--- config.mk ---
export PLATFORM = sky130hd
export DESIGN_NAME = io_leds
export DESIGN_NICKNAME = d
export VERILOG_FILES = /design/src/rtl/io_leds.sv
export SDC_FILE = /design/constraint.sdc
export NUM_CORES = 1
export LEC_CHECK = 0
export ABC_AREA = 1
export BUFFER_PORTS_ARGS = -buffer_cell sky130_fd_sc_hd__buf_2
export CORE_MARGIN = 5
export CORE_UTILIZATION = 55
export CTS_BUF_LIST = sky130_fd_sc_hd__clkbuf_4
export DETAILED_ROUTE_END_ITERATION = 10
export GPL_TIMING_DRIVEN = 1
export PLACE_DENSITY = 0.87
export SKIP_LAST_GASP = 1
export SYNTH_ARGS = -nofsm -noshare
export SYNTH_HDL_FRONTEND = slang
export SYNTH_SLANG_ARGS = --single-unit
--- constraint.sdc ---
create_clock -name CLK -period 3.7 [get_ports CLK]
set_input_delay 0.74 -clock CLK [delete_from_list [all_inputs] [get_ports CLK]]
set_output_delay 0.74 -clock CLK [all_outputs]
set_load 0.03 [all_outputs]
--- src/rtl/io_leds.sv ---
// ---------------------------------------------------------------------------
// io_leds -- memory-mapped LED driver with blink and optional PWM dimming.
//
// Register map (LEDS_A):
//   0 VALUE  (R/W, N_LEDS bits)   1 MODE   (R/W, bit0 BLINK_EN, bit1 PWM_ON)
//   2 PERIOD (R/W, BLINK_W bits)  3 DUTY   (R/W, 8 bits)
//   4 SET    (W, VALUE |= WD)     5 CLR    (W, VALUE &= ~WD)
//   6 STATUS (R, bit0 blink phase, bits 15:8 PWM counter)
//   7..15 read 0, writes ignored.
//
// Ports:
//   CLK      - clock, all state updates on the rising edge
//   RESET    - asynchronous active-high reset
//   LEDS_WE  - single-cycle register write strobe
//   LEDS_A   - register address (4 bits)
//   LEDS_WD  - write data (32 bits)
//   LEDS_RD  - read data, combinational from LEDS_A
//   LEDS     - registered pin drive, 1 = lit
//
// Build option: define LEDS_PWM_EN to implement the PWM counter, the DUTY
// register and MODE.PWM_ON. Without it those read 0 and the gate is always 1.
// ---------------------------------------------------------------------------
module io_leds #(
  parameter int N_LEDS  = 8,
  parameter int BLINK_W = 24
) (
  input  logic              CLK,
  input  logic              RESET,
  input  logic              LEDS_WE,
  input  logic [3:0]        LEDS_A,
  input  logic [31:0]       LEDS_WD,
  output logic [31:0]       LEDS_RD,
  output logic [N_LEDS-1:0] LEDS
);

  // Architectural state
  logic [N_LEDS-1:0]  value_r;
  logic               blink_en_r;
  logic [BLINK_W-1:0] period_r;
  logic [BLINK_W-1:0] blink_cnt_r;
  logic               phase_r;
  logic [N_LEDS-1:0]  leds_r;

  // Next-state and decode signals
  logic [N_LEDS-1:0]  value_nxt_s;
  logic [BLINK_W-1:0] blink_cnt_nxt_s;
  logic               phase_nxt_s;
  logic [N_LEDS-1:0]  leds_nxt_s;
  logic               blink_restart_s;
  logic               gate_s;
  logic               pwm_on_s;
  logic [7:0]         duty_s;
  logic [7:0]         pwm_cnt_s;
  logic [31:0]        rd_s;

  logic wr_value_s;
  logic wr_mode_s;
  logic wr_period_s;
  logic wr_set_s;
  logic wr_clr_s;

  // Not every write-data bit lands in a register; fold them so the bus is consumed.
  logic unused_wd_s;
  assign unused_wd_s = ^LEDS_WD;

  assign wr_value_s  = LEDS_WE && (LEDS_A == 4'd0);
  assign wr_mode_s   = LEDS_WE && (LEDS_A == 4'd1);
  assign wr_period_s = LEDS_WE && (LEDS_A == 4'd2);
  assign wr_set_s    = LEDS_WE && (LEDS_A == 4'd4);
  assign wr_clr_s    = LEDS_WE && (LEDS_A == 4'd5);

  // A new period or the enabling edge of blink restarts the blink cycle lit.
  assign blink_restart_s = wr_period_s || (wr_mode_s && LEDS_WD[0] && !blink_en_r);

`ifdef LEDS_PWM_EN
  logic       wr_duty_s;
  logic       pwm_on_r;
  logic [7:0] duty_r;
  logic [7:0] pwm_cnt_r;

  assign wr_duty_s = LEDS_WE && (LEDS_A == 4'd3);
  assign pwm_on_s  = pwm_on_r;
  assign duty_s    = duty_r;
  assign pwm_cnt_s = pwm_cnt_r;

  // PWM gate: DUTY 0 and 255 are forced fully off / fully on.
  always_comb begin
    gate_s = 1'b1;
    if (pwm_on_r) begin
      if (duty_r == 8'd0) begin
        gate_s = 1'b0;
      end else if (duty_r == 8'hFF) begin
        gate_s = 1'b1;
      end else begin
        gate_s = (pwm_cnt_r < duty_r);
      end
    end else begin
      gate_s = 1'b1;
    end
  end

  // PWM counter, DUTY and PWM_ON storage.
  always_ff @(posedge CLK or posedge RESET) begin
    if (RESET) begin
      pwm_on_r  <= 1'b0;
      duty_r    <= 8'd0;
      pwm_cnt_r <= 8'd0;
    end else begin
      pwm_cnt_r <= pwm_cnt_r + 8'd1;
      if (wr_mode_s) begin
        pwm_on_r <= LEDS_WD[1];
      end
      if (wr_duty_s) begin
        duty_r <= LEDS_WD[7:0];
      end
    end
  end
`else
  assign pwm_on_s  = 1'b0;
  assign duty_s    = 8'd0;
  assign pwm_cnt_s = 8'd0;
  assign gate_s    = 1'b1;
`endif

  // VALUE next state: direct write, bit set or bit clear.
  always_comb begin
    value_nxt_s = value_r;
    if (wr_value_s) begin
      value_nxt_s = LEDS_WD[N_LEDS-1:0];
    end else if (wr_set_s) begin
      value_nxt_s = value_r | LEDS_WD[N_LEDS-1:0];
    end else if (wr_clr_s) begin
      value_nxt_s = value_r & ~LEDS_WD[N_LEDS-1:0];
    end else begin
      value_nxt_s = value_r;
    end
  end

  // Blink counter and phase; PERIOD=0 makes the phase toggle every cycle.
  always_comb begin
    blink_cnt_nxt_s = blink_cnt_r;
    phase_nxt_s     = phase_r;
    if (blink_restart_s) begin
      blink_cnt_nxt_s = {BLINK_W{1'b0}};
      phase_nxt_s     = 1'b1;
    end else if (blink_en_r) begin
      if (blink_cnt_r == period_r) begin
        blink_cnt_nxt_s = {BLINK_W{1'b0}};
        phase_nxt_s     = ~phase_r;
      end else begin
        blink_cnt_nxt_s = blink_cnt_r + BLINK_W'(1'b1);
        phase_nxt_s     = phase_r;
      end
    end else begin
      blink_cnt_nxt_s = {BLINK_W{1'b0}};
      phase_nxt_s     = 1'b1;
    end
  end

  // Pin drive from the pre-edge VALUE, phase and gate.
  assign leds_nxt_s = value_r & {N_LEDS{phase_r & gate_s}};

  // Register file, blink state and pin register.
  always_ff @(posedge CLK or posedge RESET) begin
    if (RESET) begin
      value_r     <= {N_LEDS{1'b0}};
      blink_en_r  <= 1'b0;
      period_r    <= {BLINK_W{1'b1}};
      blink_cnt_r <= {BLINK_W{1'b0}};
      phase_r     <= 1'b1;
      leds_r      <= {N_LEDS{1'b0}};
    end else begin
      value_r     <= value_nxt_s;
      blink_cnt_r <= blink_cnt_nxt_s;
      phase_r     <= phase_nxt_s;
      leds_r      <= leds_nxt_s;
      if (wr_mode_s) begin
        blink_en_r <= LEDS_WD[0];
      end
      if (wr_period_s) begin
        period_r <= LEDS_WD[BLINK_W-1:0];
      end
    end
  end

  // Read mux; unimplemented bits and addresses read 0.
  always_comb begin
    rd_s = 32'd0;
    case (LEDS_A)
      4'd0: rd_s[N_LEDS-1:0]  = value_r;
      4'd1: rd_s[1:0]         = {pwm_on_s, blink_en_r};
      4'd2: rd_s[BLINK_W-1:0] = period_r;
      4'd3: rd_s[7:0]         = duty_s;
      4'd6: begin
        rd_s[0]    = phase_r;
        rd_s[15:8] = pwm_cnt_s;
      end
      default: rd_s = 32'd0;
    endcase
  end

  assign LEDS_RD = rd_s;
  assign LEDS    = leds_r;

endmodule

# Yosys cells after proc, flatten, opt, wreduce, memory -nomap -nowiden
# Index checks and enable logic that the tools add are counted.
dict set report op_classes {
  addsub 1
  n_eq_ne 7
  mux 14
  bitwise 5
  reduce_logical 11
}
# cell count
set op_table {}
lappend op_table {{$mux W24} 3}
lappend op_table {{$mux W8} 5}
lappend op_table {{$add A24 B1 Y24 const B} 1}
lappend op_table {{$eq A24 B24 Y1} 1}
lappend op_table {{$and A8 B8 Y8} 2}
lappend op_table {{$eq A4 B3 Y1 const B} 3}
lappend op_table {{$pmux W6 S2} 1}
lappend op_table {{$not A8 Y8} 1}
lappend op_table {{$or A8 B8 Y8} 1}
lappend op_table {{$logic_and A1 B1 Y1} 7}
lappend op_table {{$eq A4 B1 Y1 const B} 1}
lappend op_table {{$eq A4 B2 Y1 const B} 1}
lappend op_table {{$logic_not A4 Y1} 1}
lappend op_table {{$pmux W1 S4} 1}
lappend op_table {{$mux W1} 3}
lappend op_table {{$ne A3 B1 Y1 const B} 1}
lappend op_table {{$reduce_bool A3 Y1} 1}
lappend op_table {{$pmux W1 S2} 1}
lappend op_table {{$logic_not A1 Y1} 1}
lappend op_table {{$logic_or A1 B1 Y1} 1}
lappend op_table {{$not A1 Y1} 1}
dict set report word_totals {
  ff_bits 66
  inputBits 39
  out_inout_bits 40
  elab_cells 44
}

# Logic depth before layout (Yosys ltp)
dict set report depth {
  ltp_word 6
  mapped_depth 11
  ltp_nobuf 11
}

# Least setup slack after synthesis
# OpenSTA, ideal clock, no wires.
dict set report synth_path {
  path_kind {in2out}
  start {in LEDS_A[3]}
  end {out LEDS_RD[1]}
  arrival_time_ps 2001
  setup_slack_ps 959
  path_stages 6
  path_cell_list {nor2_2 > inv_1 > nor2_2 > inv_1 > clkbuf_1 > o21ai_0}
}
dict set report synth_between {
  elab_chain_cells 2
}
# element line_no
set synth_rtl {}
lappend synth_rtl {{from (decl)} 30} ;# input logic [3:0] LEDS_A,
lappend synth_rtl {{$eq A4 B2 Y1 or $logic_not A4 Y1 (tied branches)} 189} ;# case (LEDS_A)
lappend synth_rtl {{$pmux W1 S2 (*)} 189}
lappend synth_rtl {{to (decl)} 32} ;# output logic [31:0] LEDS_RD,
# Every way passes the cells marked *; elsewhere a longest branch is shown, timed or not.

# Worst setup path in the final report
dict set report layout_path {
  start {in LEDS_A[3]}
  end {out LEDS_RD[6]}
}
dict set report layout_between {
  elab_chain_cells 2
}
# element line_no
set layout_rtl {}
lappend layout_rtl {{$eq A4 B2 Y1 or $logic_not A4 Y1 (tied branches)} 189}
lappend layout_rtl {{$pmux W6 S2 (*)} 189}
# Marks and branches as above.

==> metrics.txt <==
Cell Count Post-Placement=around 640; Skew-Pair Late Insertion Delay=between 0.4 and 0.5 ns; Sw Ratio=~34%; ANT nets after route=0; Root Buffer=clkbuf_4; Req. time, crit path=2.96 ns; wire length of the first global-routing pass=approximately 14 mm; Placed Area=around 4000 um2; post-synthesis sequential area ratio=46.05%; routed vias=3289; DIE AREA=approximately 8400 um2; reg2reg start=period_r[14]; Ys Warns=0; clock sinks=66; Die Span Y=a little over 90 um; critical path startpoint=LEDS_A[3]; gp weighted congestion=0.8588; Flop pwr share=54.4%; Max VDD drop=245.7 uV; TritonCTS clock tree=built; Avg Cell Area, Syn=just over 7 um2; largest net degree at the start of global routing=50; Remaining DRCs=0; Num CTS Buffers=9; final non-filler cell total=approximately 660; layout cells sized above 1=approximately 21%; Mapped Area=around 3700 um2; PostCTS Resize Cnt=0; crit-path max FO=23; Internal=0.001119 W; worst reg2reg path endpoint=blink_cnt_r[22]; Slew @ Worst Pin=roughly 0.77 ns; Clock Power Share=between 20% and 30%; chip width=91.52 um; # nets final=roughly 610; Filler cells=570; NetSw=approximately 0.00057 W; final setup fails=0; initial antenna violation count=0; DRT Pass-1 Iters=5; max_slew headroom=about half; Max-cap violations=0; reg2reg setup slack=approximately 1.8 ns; post-synth cell types=30; unrepaired setup endpoints after global routing=false; Starting Density=a little under three fifths; design area=between 4000 and 5000 um2; CP Capture Type=output port; Final Hold Viols=0; final period utilization=between 70% and 80%; final worst path period need=approximately 2.9 ns; Core Area=~6400 um2; Clock Pin Slew Worst Setup and Hold Paths=between 0.1 and 0.15 ns; row count=29; Synth Instances=509; fmax=roughly 350 MHz; outcome=finished, final reports clean; Seq cells post-synth=66; final core utilization=a little under two thirds; total track usage=20.38%; hold buffer count at CTS=0; ant diodes=0; clk buf depth=2; Worst R2R Path Depth=9; startpoint types=input port; Max Clock Skew=between 0.015 and 0.02 ns; Pins Over Slew Limit=0; min-delay worst type=input port to asynchronous set/reset pin; Post-CTS Setup Inserts=0; leakage power=between 2 and 2.5 nW; H-Tree Depth=3; Pwr Density=roughly 410 nW/um2; combinational power share=21.9%; Synth-to-Final Area Change=12.05%; WL/cell=12.38 um; num ports=79; Fin Setup TNS=0 ns; Final Routed Wirelength=about 8.1 mm; via-per-instance ratio=~5.0; Data arrival, critical path=2.15 ns; hpwl dp=between 6 and 7 mm; Port Buffers=between 60 and 70; vias in the first global route=roughly 3200; kind of critical path=input port to output port; residual overflow from global routing=0; DRT iter0 DRCs=approximately 220
## critical path, stage by stage
cell and delay (ns):
buf_2 0.12, nor2_2 0.16, inv_1 0.07, nor2_2 0.14, inv_1 0.36, o21ai_0 0.32, buf_2 0.24
## power by group through the flow
| stage | combinational, W | clock, W | sequential [W] |
|---|---|---|---|
| floorplan | 0.000255 | 0 | 0.000959 |
| global placement | 0.000359 | 0 | 0.000926 |
| detailed placement | 0.000372 | 0 | 0.000933 |
| CTS | 0.000373 | 0.000408 | 0.000920 |
| global route | 0.000421 | 0.000439 | 0.000936 |
| finish | 0.000370 | 0.000401 | 0.000922 |
## logic make-up after synthesis
logic type | after synthesis | synth area share [%]
AOI/OAI and AO/OA | 59 | 8.799
DFF | 66 | 46.05
adders and majority gates | 1 | 0.3423
buffers and inverters | 100 | 11.61
and+or+nand+nor | 271 | 30.47
other | 1 | 0.1026
xor gates and xnor gates | 11 | 2.636
## per-layer routing
layer  global-route usage [%]  up-vias  part of all wire, %
met5                        0        -                    0
met2                    33.60       96                   48
met1                    26.53     1506                   45
met4                    8.291        0                  1.4
li1                         -     1673                    -
met3                    3.636       14                  5.4
## per-stage QoR
stage	hold slack (ns)	power [W]	worst slack (ns)
after floorplan	0.4557	0.001214	0.9595
after global placement	0.4729	0.001285	0.9198
after detailed placement	0.4798	0.001305	0.8079
after CTS	0.3679	0.001700	0.8068
after global routing	0.3939	0.001796	0.6695
final	0.3519	0.001693	0.8073
## area by class of cell
type | instances | area (um2) | share of cell area [%]
clock buffers | 10 | 75.07 | 1.833
clock inverters | 6 | 33.78 | 0.8249
inverters | 82 | 307.8 | 7.516
multi-input cells | 350 | 1574 | 38.44
flip-flops and latches | 66 | 1683 | 41.09
well taps | 77 | 96.34 | 2.353
repair buffers | 64 | 325.3 | 7.944
## cell usage after synthesis
cell type,count,share of area (%)
nand2_2,4,0.68
dfrtp_1,41,28
a21oi_1,18,2.5
buf_4,8,1.6
nand3_1,18,2.5
dfstp_2,25,18
clkbuf_1,5,0.51
inv_1,77,7.9
nor2_4,1,0.31
buf_2,3,0.41
o21ai_2,1,0.24
ha_1,1,0.34
inv_2,4,0.41
xor2_1,10,2.4
nand3_2,1,0.27
nor4_1,1,0.17
clkinv_1,1,0.10
o211ai_1,8,1.6
nor3_2,2,0.55
nor2_2,6,1.0
nor2_1,86,8.8
nand2_1,142,15
nand4_1,6,1.0
buf_6,2,0.62
conb_1,1,0.10
o21ai_1,4,0.55
nor3_1,4,0.55
a22oi_1,1,0.21
xnor2_1,1,0.24
o21ai_0,27,3.7
## cells in the final DEF, fill, tap and decap left out, types with 6 or more instances in the layout
master	n
a21oi_1	18
buf_2	62
clkbuf_4	10
conb_1	8
dfrtp_1	41
dfstp_2	25
inv_1	76
nand2_1	142
nand3_1	18
nand4_1	6
nor2_1	86
nor2_2	6
o211ai_1	8
o21ai_0	27
xor2_1	10
## worst max path at each step
| stage | slack, ns | to |
|---|---|---|
| after global routing | 0.67 | LEDS_RD[3] |
| after detailed placement | 0.81 | LEDS_RD[6] |
| after global placement | 0.92 | LEDS_RD[6] |
| after CTS | 0.81 | LEDS_RD[6] |
| after floorplan | 0.96 | LEDS_RD[1] |
| final | 0.81 | LEDS_RD[6] |
Note: power is estimated with default switching activity, not from simulation.
